## src/rtl/seq_mult_pkg.sv

```systemverilog
// Shared types for the sequential multiplier: FSM state encoding and counter sizing.
// Pure declarations; no latency and no flow control.
package seq_mult_pkg;

    typedef enum logic [1:0] {
        IDLE = 2'd0,
        RUN  = 2'd1,
        FIX  = 2'd2,
        DONE = 2'd3
    } state_e;

    // The counter must be able to hold the value WIDTH itself.
    function automatic int cnt_width(input int width);
        return $clog2(width + 1);
    endfunction

endpackage

```

## src/rtl/seq_mult_param_if.sv

```systemverilog
// Request/result bundle between the pin wrapper (master) and the multiplier (slave).
// Latency and flow control belong to the modules; start is accepted only while busy is low.
interface seq_mult_param_if #(
    parameter int WIDTH = 8
);
    logic                   start;
    logic                   signed_mode;
    logic [WIDTH-1:0]       A;
    logic [WIDTH-1:0]       B;
    logic                   busy;
    logic                   done;
    logic [2*WIDTH-1:0]     Product_o;

    modport master (
        output start, signed_mode, A, B,
        input  busy, done, Product_o
    );

    modport slave (
        input  start, signed_mode, A, B,
        output busy, done, Product_o
    );
endinterface

```

## src/rtl/seq_mult_param_sign_adj.sv

```systemverilog
// Conditional two's-complement negate: gives |x| when neg is the sign bit, or -x on request.
// Combinational, zero latency, no flow control.
module mult_sign_adj #(
    parameter int W = 8
) (
    input  logic [W-1:0] val,
    input  logic         neg,
    output logic [W-1:0] res
);
    // -(-2^(W-1)) wraps to 2^(W-1), which is the correct unsigned magnitude.
    assign res = neg ? (~val + {{(W-1){1'b0}}, 1'b1}) : val;
endmodule

```

## src/rtl/seq_mult_param.sv

```systemverilog
// Shift-add multiplier, unsigned or two's complement; WIDTH+2 cycles from the start edge to done.
// One op at a time: start is ignored while busy, with no queuing.
module seq_mult_param
    import seq_mult_pkg::*;
#(
    parameter int WIDTH = 8,
    parameter int CNT_W = cnt_width(WIDTH)
) (
    input  logic               clk,
    input  logic               rst,
    seq_mult_param_if.slave    bus
);
    localparam int PW = 2 * WIDTH;

    state_e             state_q, state_d;
    logic [PW-1:0]      mcand_q, mcand_d;
    logic [WIDTH-1:0]   mplier_q, mplier_d;
    logic [PW-1:0]      acc_q, acc_d;
    logic [CNT_W-1:0]   cnt_q, cnt_d;
    logic               neg_q, neg_d;
    logic [PW-1:0]      prod_q, prod_d;

    logic [WIDTH-1:0]   a_mag, b_mag;
    logic [PW-1:0]      acc_fixed;

    mult_sign_adj #(.W(WIDTH)) u_abs_a (
        .val (bus.A),
        .neg (bus.signed_mode & bus.A[WIDTH-1]),
        .res (a_mag)
    );

    mult_sign_adj #(.W(WIDTH)) u_abs_b (
        .val (bus.B),
        .neg (bus.signed_mode & bus.B[WIDTH-1]),
        .res (b_mag)
    );

    mult_sign_adj #(.W(PW)) u_fix (
        .val (acc_q),
        .neg (neg_q),
        .res (acc_fixed)
    );

    always_comb begin
        state_d  = state_q;
        mcand_d  = mcand_q;
        mplier_d = mplier_q;
        acc_d    = acc_q;
        cnt_d    = cnt_q;
        neg_d    = neg_q;
        prod_d   = prod_q;

        case (state_q)
            IDLE: begin
                if (bus.start) begin
                    mcand_d  = {{WIDTH{1'b0}}, a_mag};
                    mplier_d = b_mag;
                    neg_d    = bus.signed_mode & (bus.A[WIDTH-1] ^ bus.B[WIDTH-1]);
                    acc_d    = '0;
                    cnt_d    = '0;
                    state_d  = RUN;
                end
            end
            RUN: begin
                if (mplier_q[0]) begin
                    acc_d = acc_q + mcand_q;
                end
                mcand_d  = mcand_q << 1;
                mplier_d = mplier_q >> 1;
                // The pass at cnt==WIDTH adds nothing (multiplier is already
                // shifted out); it sets the WIDTH+2 start-to-done latency.
                if (cnt_q == CNT_W'(WIDTH)) begin
                    state_d = FIX;
                end else begin
                    cnt_d = cnt_q + 1'b1;
                end
            end
            FIX: begin
                prod_d  = acc_fixed;
                state_d = DONE;
            end
            DONE: begin
                state_d = IDLE;
            end
            default: begin
                state_d = IDLE;
            end
        endcase
    end

    always_ff @(posedge clk or negedge rst) begin
        if (!rst) begin
            state_q  <= IDLE;
            mcand_q  <= '0;
            mplier_q <= '0;
            acc_q    <= '0;
            cnt_q    <= '0;
            neg_q    <= 1'b0;
            prod_q   <= '0;
        end else begin
            state_q  <= state_d;
            mcand_q  <= mcand_d;
            mplier_q <= mplier_d;
            acc_q    <= acc_d;
            cnt_q    <= cnt_d;
            neg_q    <= neg_d;
            prod_q   <= prod_d;
        end
    end

    assign bus.busy      = (state_q != IDLE);
    assign bus.done      = (state_q == DONE);
    assign bus.Product_o = prod_q;

endmodule

```

## src/flat_wrapper.sv

```systemverilog
// flat-port wrapper written by rule: the top's interface ports become plain ports
module seq_mult_param_flat import seq_mult_pkg::*;
#(
    parameter int WIDTH = 8,
    parameter int CNT_W = cnt_width(WIDTH)
)
  (clk, rst, bus_start, bus_signed_mode, bus_A, bus_B, bus_busy, bus_done, bus_Product_o);
  seq_mult_param_if #(.WIDTH(WIDTH)) bus_i ();
  input  logic clk;
  input  logic rst;
  input wire logic [$bits(bus_i.start)-1:0] bus_start;
  input wire logic [$bits(bus_i.signed_mode)-1:0] bus_signed_mode;
  input wire logic [$bits(bus_i.A)-1:0] bus_A;
  input wire logic [$bits(bus_i.B)-1:0] bus_B;
  output wire logic [$bits(bus_i.busy)-1:0] bus_busy;
  output wire logic [$bits(bus_i.done)-1:0] bus_done;
  output wire logic [$bits(bus_i.Product_o)-1:0] bus_Product_o;
  assign bus_i.start = bus_start;
  assign bus_i.signed_mode = bus_signed_mode;
  assign bus_i.A = bus_A;
  assign bus_i.B = bus_B;
  assign bus_busy = bus_i.busy;
  assign bus_done = bus_i.done;
  assign bus_Product_o = bus_i.Product_o;
  seq_mult_param #(.WIDTH(WIDTH), .CNT_W(CNT_W)) u_core (.clk(clk), .rst(rst), .bus(bus_i));
endmodule
```

## config.mk

```make
export PLATFORM = sky130hd
export DESIGN_NAME = seq_mult_param_flat
export DESIGN_NICKNAME = d
export VERILOG_FILES = /design/src/rtl/seq_mult_pkg.sv /design/src/rtl/seq_mult_param_if.sv /design/src/rtl/seq_mult_param_sign_adj.sv /design/src/rtl/seq_mult_param.sv /design/src/flat_wrapper.sv
export SDC_FILE = /design/constraint.sdc
export NUM_CORES = 1
export LEC_CHECK = 0
export ABC_CLOCK_PERIOD_IN_PS = 3200
export BUFFER_PORTS_ARGS = -buffer_cell sky130_fd_sc_hd__buf_2
export CAP_MARGIN = 25
export CORE_MARGIN = 2
export CORE_UTILIZATION = 64
export CTS_CLUSTER_DIAMETER = 80
export DETAILED_ROUTE_END_ITERATION = 7
export PLACE_DENSITY_LB_ADDON = 0.05
export SYNTH_ARGS = -nofsm -noshare
export SYNTH_HDL_FRONTEND = slang
export SYNTH_SLANG_ARGS = --single-unit
```

## constraint.sdc

```tcl
create_clock -name clk -period 3.2 [get_ports clk]
set_input_delay 0.48 -clock clk [delete_from_list [all_inputs] [get_ports clk]]
set_output_delay 0.48 -clock clk [all_outputs]
set_load 0.005 [all_outputs]
```

======== After elaboration in Yosys (flattened, before gate mapping) ========
Index checks and enable logic that the tools add are counted.
storage, ports and cells
  register bits after elaboration ......... 63
  input bits .............................. 20
  output and inout port bits .............. 18
  word-level logic and storage cells ...... 51
operators by class
  add/subtract/negate cells ............... 5
  eq/ne operators ......................... 8
  muxes and demuxes ....................... 16
  bitwise logic cells ..................... 7
  reduce and logical (&&, ||, !) cells .... 8
operators with widths
  operator                                               count
  2-to-1 mux 16 bit                                      4
  case mux 16 bit (2 select lines)                       2
  2-to-1 mux 8 bit                                       3
  adder 16 x 1 -> 16 bit, second input constant          1
  adder 16 bit                                           1
  adder 8 x 1 -> 8 bit, second input constant            2
  inverter 16 bit                                        1
  inverter 8 bit                                         2
  case mux 8 bit (2 select lines)                        1
  2-to-1 mux 4 bit                                       2
  case mux 2 bit (4 select lines)                        1
  case mux 4 bit (2 select lines)                        1
  AND reduction 2 bit                                    3
  AND reduction 3 bit                                    2
  adder 4 x 1 -> 4 bit, second input constant            1
  equality test 2 bit, second input constant             2
  equality test 4 bit, second input constant             1
  2-to-1 mux 2 bit                                       2
  inequality test 2 x 1 -> 1 bit, second input constant  2
  inequality test 2 bit, second input constant           2
  nonzero test 2 bit                                     2
  bitwise AND 1 bit                                      3
  equality test 2 x 1 -> 1 bit, second input constant    1
  logical NOT 2 bit                                      1
  bitwise XOR 1 bit                                      1

======== Longest topological paths before layout ========
Gate-level depths: netlist of the first run.
  depth after elaboration ................. 5
  gate-level depth with buffers ........... 10
  mapped depth without buffers ............ 9

======== Hierarchy ========
A second synthesis of the first run with hierarchy kept.
second synthesis, totals
  cell total of the unflattened synthesis .. 445
  area, all modules ....................... 4,272.8 um2
by module, submodules not included
  module                               instances  cells each  area an instance (um2)  seq. area each (um2)
  seq_mult_param                       1          355         3,574.7                 1,576.5
  mult_sign_adj at u_core.u_fix        1          48          355.3                   0.0
  mult_sign_adj at u_core.u_abs_a ...  2          21          171.4                   0.0

======== Worst setup path after synthesis of the first run ========
No wires, ideal clock.
  kind .................................... register -> register
  from .................................... reg u_core.acc_q[0]
  to ...................................... reg u_core.acc_q[10]
  library setup time ...................... 0.083 ns
  arrival time ............................ 1.918 ns
  data required time ...................... 3.117 ns
  setup slack ............................. 1.199 ns
  stages on the path, launching flop included .. 10
  path buffers ............................ 0
  clock period less this slack ............ 2.001 ns
  cell sequence ........................... dfrtp_1 -> ha_1 -> inv_1 -> fa_1 -> nor2b_1 -> o211ai_1 -> a31oi_1 -> a31oi_1 -> xor2_1 -> o21ai_0
on the way
  longest elaborated chain between the ends .. 3
RTL lines
  element                           RTL line               source
  from (decl)                       seq_mult_param.sv:18   logic [PW-1:0] acc_q, acc_d;
  from (signal assigned)            seq_mult_param.sv:96   acc_q <= '0;
  from (signal assigned)            seq_mult_param.sv:104  acc_q <= acc_d;
  adder 16 bit                      seq_mult_param.sv:66   acc_d = acc_q + mcand_q;
  2-to-1 mux 16 bit                 seq_mult_param.sv:65   if (mplier_q[0]) begin
  case mux 16 bit (2 select lines)  seq_mult_param.sv:53   case (state_q)
Every way passes these cells. The select of a mux whose other input is x is not followed.
A chain may end at the register's enable or synchronous reset.

======== Worst setup path in the final report of the first run ========
  from .................................... reg u_core.state_q[0]
  to ...................................... reg u_core.acc_q[15]
on the way
  longest elaborated chain between the ends .. 3
  elaborated cells on any way between the ends .. 7
  classes of those cells .................. 3 x eq/ne; 1 x mux; 3 x reduce/logical
RTL lines
  element                                                                 RTL line               source
  from (decl)                                                             seq_mult_param.sv:15   state_e state_q, state_d;
  from (signal assigned)                                                  seq_mult_param.sv:101  state_q <= state_d;
  equality test 2 x 1 -> 1 bit or logical NOT 2 bit (tied branches)       seq_mult_param.sv:53
  inequality test 2 x 1 -> 1 bit (no line), or another cell as far along  n/a
  AND reduction 3 bit (no line)                                           n/a
Several ways; a longest one is shown, not always the timed one.

==> reports/metrics.yaml, run 1 <==
outcome:
  status: "finished clean"
power:
  p_int_mw: 2.287
  vdd_drop_max_v: 0.0005603
  cellPowerDensity_nw_per_um2: 953.9
  sw_frac_of_total_pct: 45.06
  switching_power_mw: 1.876
  p_clk_share_pct: 14.5
  pwr-share-comb_pct: 51.2
  seq_power_share_pct: 34.3
  finalPower_mw: 4.163
  power_leakage_nw: 2.035
clock_network:
  ctsHoldBuffers: 1
  tritoncts: "built"
  cts_buffers: 9
  post-cts-setup-buffers: 0
  clk_pin_slew_ps: 70
  cts_htree_levels: 3
  cts_resized: 0
  clock_path_buffers: 2
  cts-root-buf: "clkbuf_8"
  cts_sinks: 63
  worstSkewPairLatency_ps: 350
synthesis:
  synth_seq_cells: 63
  ys_warn_count: 0
  synth_most_common_cell: "dfrtp_1"
  yosys.area.top_type: "dfrtp_1"
  synth_cells: 453
  synth.avg_cell_area_sq_um: 8.720
  synth.area.top_cells: "dfrtp_1 40%, ha_1 7.6%, a21oi_1 7.0%"
  synth_flop_cell: "dfrtp_1"
  synth_top_area_share_pct: 39.91
  syn-num-nets: 498
  syn-cell-area_sq_um: 3950
  synth_edf_count: 0
  ys_top_cells_by_count: "63 x dfrtp_1, 58 x nand2_1, 55 x a21oi_1"
  synth.distinct_cells: 51
  yosysSeqAreaShare_pct: 39.91
  synth-async-reset-ratio_pct: 100.0
timing:
  whs_ps: 447.3
  fin_skew_ps: 11.05
  post-route-min-period_ps: 2338
  drv_slew: 0
  finalSetupViolCount: 0
  rsz0062_at_grt: "false"
  max_freq_ghz: 0.4276
  worst_pin_slew_ps: 553.4
  period_share_pct: 73.07
  tns_ps: 0
  hold_violations: 0
  timing.slew.headroom_pct: 63.10
  setup_ws_ps: 861.6
grt:
  grtUsageMet1_pct: 36.16
  grt_pass1_wl_um: 13420
  grt_use_met3_pct: 5.326
  met2_usage_pct: 40.56
  grt_antenna_before_repair: 0
  grt.overflow.total: 0
  grt_pass1_vias: 2894
  grt_busiest_layer: "met2"
  grtUsageTotal_pct: 25.97
  grt_max_degree: 47
cells_and_area:
  layout-drive-gt1-share_pct: 13.65
  fin_nets: 532
  design_area_sq_um: 4364
  diodes: 0
  area_delta_synth_final_pct: 10.48
  n_fill_cell: 450
floorplanning:
  die_h_um: 82.56
  core_area_sq_um: 5956
  rows: 28
  initial_core_util_pct: 66.32
  die-width_um: 82.56
  dieArea_sq_um: 6816
  ios: 38
detailed_routing:
  via_count: 3335
  wire_per_inst_um: 14.41
  viasPerCell: 5.892
  routed_wl_um: 8156
  drc: 0
  ant_nets: 0
  drt_first_pass_iters: 4
  drt-initial-drc-count: 177
setup_path:
  critPathKind: "flop to flop"
  worstPathArrival_ps: 2610
  start_kind: "flop"
  crit_required_ps: 3470
  cp-end-kind: "flop"
  worstPathMaxFanout: 15
run:
  maxCapViolCount: 0
placement:
  place_congestion: 0.9195
  dpl_cell_area_sq_um: 4190
  place_ws_ps: 842.6
  port-buffer-count: 37
  dp_hpwl_um: 6024
hold_path:
  hp-class: "input port to flop"
==> worst paths after layout <==
check / endpoint / start / slack (ps) / cells after the start
worst max-delay path: u_core.acc_q[15] / u_core.state_q[0] / 860 / 8
worst min-delay path: u_core.neg_q / bus_signed_mode / 450 / 3
worst max register to register: u_core.acc_q[15] / u_core.state_q[0] / 860 / 8
worst min register to register: u_core.mplier_q[3] / u_core.mplier_q[3] / 490 / 2
max in group asynchronous: u_core.acc_q[7] / rst / 2100 / 3
min in group asynchronous: u_core.cnt_q[1] / rst / 490 / 2
==> per-layer routing <==
| layer | wire, um | part of all wire, % | up-vias |
|---|---|---|---|
| li1 | - | - | 1682 |
| met1 | 3951 | 48 | 1580 |
| met2 | 3811 | 47 | 63 |
| met3 | 317 | 3.9 | 10 |
| met4 | 76 | 0.93 | 0 |
| met5 | 0 | 0 | - |
==> power groups by stage <==
| stage | Sequential [mW] | Clock [mW] | Combinational [mW] |
|---|---|---|---|
| 2_1_floorplan | 1.36 | 0 | 1.66 |
| 3_3_place_gp | 1.42 | 0 | 2.05 |
| 3_5_place_dp | 1.44 | 0 | 2.12 |
| 4_1_cts | 1.43 | 0.613 | 2.14 |
| 5_1_grt | 1.48 | 0.644 | 2.44 |
| 6_report | 1.43 | 0.603 | 2.13 |
==> through the flow <==
step	util, %	std cells
after floorplan	-	453
final	73.28	566
after CTS	73.28	566
after global routing	73.28	566
after global placement	70.36	550
after detailed placement	70.36	550
==> area by class of cell <==
class	instances	area, sq um	area share [%]
clock buffer	11	141.4	3.240
clock inverter	4	22.52	0.5161
inverter	18	67.56	1.548
multi-input combinational	351	2222	50.92
sequential	63	1577	36.12
tap	75	93.84	2.150
timing repair buffer	44	240.2	5.505
==> cell usage in the layout (no fill, tap or decap), drive strengths merged, types with 3 or more instances in the layout <==
cell and count:
ha 24, o31ai 6, nor2 34, inv 18, nand3 8, xnor2 14, or4 3, mux2i 3
clkinv 3, o211ai 3, nand4 5, a21oi 55, nor3 6, dfrtp 63, nand2b 4, or3 7
a21o 3, a22o 8, clkbuf 11, o21ai 55, buf 43, a31oi 7, nand2 58, xor2 21
==> critical path, cell delays in order (launching register included) <==
cell and delay (ps):
dfrtp_1 410, inv_1 80, ha_1 300, nand2b_1 230
and2_1 390, nand2_1 360, o21bai_1 240, a22oi_1 100
mux2i_1 150
==> logic make-up (layout without fill, tap and decap cells) <==
logic type	count (synthesis)	after routing	share of synthesized area (%)
compound gates	153	153	23.12
xor+xnor	35	35	7.761
fa+ha+maj	25	25	8.109
buf+inv	39	77	3.832
flops	63	63	39.91
mux	5	5	1.330
simple gates	133	133	15.93
==> registers in the layout, summed over array words and instances, names as in the netlist <==
register and flops:
u_core.neg_q 1, u_core.acc_q 16, u_core.state_q 2, u_core.cnt_q 4, u_core.mplier_q 8, u_core.mcand_q 16
u_core.bus.Product_o 16
Note: power is estimated with default switching activity, not from simulation.
==> run 2: changes to the inputs <==
- ABC_CLOCK_PERIOD_IN_PS: 3200 -> 2000
- CORE_UTILIZATION: 64 -> 54
- clock period: 3.2 -> 2 ns (I/O delays scaled with it)
==> run 2 against run 1 <==
Cell count grew 9.9%. Combinational power grew 86%. Die area grew 18%. Worst setup slack lost 840 ps. Global-route usage shrank 2.6 points. Core utilization shrank 7.3 points. Count of clock-buffer cells in the layout grew 1. Clock skew is essentially flat. Clock power grew 86%.
==> reports/metrics.yaml, run 2 (synthesis results as in run 1) <==
timing:
  drv_slew: 0
  hold_violations: 0
  max_freq_ghz: 0.5062
  rsz0062_at_grt: "true"
  period_share_pct: 98.77
  whs_ps: 306.3
  fin_skew_ps: 10.76
  tns_ps: 0
  worst_pin_slew_ps: 550.0
  timing.slew.headroom_pct: 63.33
  finalSetupViolCount: 0
  post-route-min-period_ps: 1975
  setup_ws_ps: 24.54
setup_path:
  cp-end-kind: "flop"
  start_kind: "flop"
  crit_required_ps: 2260
  r2r_slack_ps: 20
  r2r_cells: 10
  r2r_start: "u_core.mcand_q[0]"
  worstPathArrival_ps: 2240
  worstPathMaxFanout: 4
  critPathKind: "flop to flop"
  worstReg2RegEnd: "u_core.acc_q[14]"
grt:
  grt_pass1_wl_um: 14350
  grt.overflow.total: 0
  grt_pass1_vias: 3074
  grt_max_degree: 37
  grtUsageTotal_pct: 23.33
  grt_antenna_before_repair: 0
cells_and_area:
  layout_common_cells: "63 x dfrtp_1, 58 x nand2_1, 55 x a21oi_1"
  layout-drive-gt1-share_pct: 21.41
  fin_nets: 564
  utilization_pct: 66.02
  instances_no_fill: 622
  diodes: 0
  area_delta_synth_final_pct: 19.92
  final_common_cell: "dfrtp_1"
  design_area_sq_um: 4737
hold_path:
  min_from: "bus_signed_mode"
  hp-class: "input port to flop"
  hold_path_end: "u_core.neg_q"
  holdPathStages: 3
run:
  maxCapViolCount: 0
placement:
  dp_hpwl_um: 6698
  placed_cells: 605
  place_congestion: 0.8354
  port-buffer-count: 37
  dpl_cell_area_sq_um: 4466
  place_ws_ps: -119.1
power:
  power_leakage_nw: 2.216
  cellPowerDensity_nw_per_um2: 1540
  finalPower_mw: 7.294
  vdd_drop_max_v: 0.0006707
detailed_routing:
  drc: 0
  viasPerCell: 5.469
  drt_first_pass_iters: 4
  via_count: 3402
  drt-initial-drc-count: 114
  wire_per_inst_um: 14.11
  ant_nets: 0
  routed_wl_um: 8779
floorplanning:
  dieArea_sq_um: 8015
  initial_core_util_pct: 55.05
  rows: 31
  ios: 38
  die-width_um: 89.53
  core_area_sq_um: 7176
  die_h_um: 89.53
clock_network:
  worstSkewPairLatency_ps: 340
  clock_path_buffers: 2
  cts_sinks: 63
  tritoncts: "built"
  cts_htree_levels: 3
  clk_pin_slew_ps: 70
  cts_buffers: 9
  cts-root-buf: "clkbuf_8"
outcome:
  status: "finished clean"
[run 2: cell types whose count changed in the layout (fill, tap and decap cells not counted), moves of 2 or more]
cell	before	now
buf_4	6	37
o21ai_0	52	48
a31oi_1	7	4
a31oi_2	0	3
o21ai_1	2	5
clkinv_2	3	1
ha_1	24	22
ha_2	0	2
inv_1	18	16
[run 2: report_power, final]
part	total, mW	internal, mW	leakage [nW]	switching (mW)
clock network	1.12	0.635	0.0985	0.484
logic	3.96	1.74	1.30	2.22
registers	2.21	1.79	0.817	0.426
[run 2: cell type report]
class	instances	area, sq um
Clock buffer	12	155.1
Clock inverter	3	42.54
Fill cell	622	2439
Inverter	18	71.32
Multi-Input combinational cell	351	2275
Sequential cell	63	1577
Tap cell	99	123.9
Timing Repair Buffer	76	493.0
[run 2: how the worst max path moves through the flow]
stage                       endpoint  cells after the start               from  slack [ps]
floorplan           u_core.acc_q[10]                      9    u_core.acc_q[0]          40
global placement    u_core.acc_q[10]                     10    u_core.acc_q[0]           6
detailed placement  u_core.acc_q[14]                     10    u_core.acc_q[0]        -120
CTS                 u_core.acc_q[14]                     10    u_core.acc_q[0]         -20
global route        u_core.acc_q[14]                     10  u_core.mcand_q[0]        -110
finish              u_core.acc_q[14]                     10  u_core.mcand_q[0]          20
[run 2: critical path: stages, from the launching register on]
cell	delay [ps]
dfrtp_1	350
ha_2	200
inv_2	40
fa_2	350
nor2b_2	140
o211ai_1	100
a31oi_1	190
buf_4	170
a31oi_2	90
xor2_1	140
o21ai_1	130
[run 2: what timing repair did]
item,4_1_cts,5_1_grt
hold endpoints to repair,18,0
hold buffers,1,0
endpoints found under the setup margin,5,10
gates resized for setup,5,12
pin swaps,2,4
buffers inserted,1,0
[run 2: layer usage]
metal  vias up  global-route usage (%)  routed length [um]
met1      1574                   32.25                4327
met5         -                       0                   0
met2        72                   36.97                3985
met3        11                   4.063                 321
met4         0                   8.277                 144
li1       1745                       -                   -
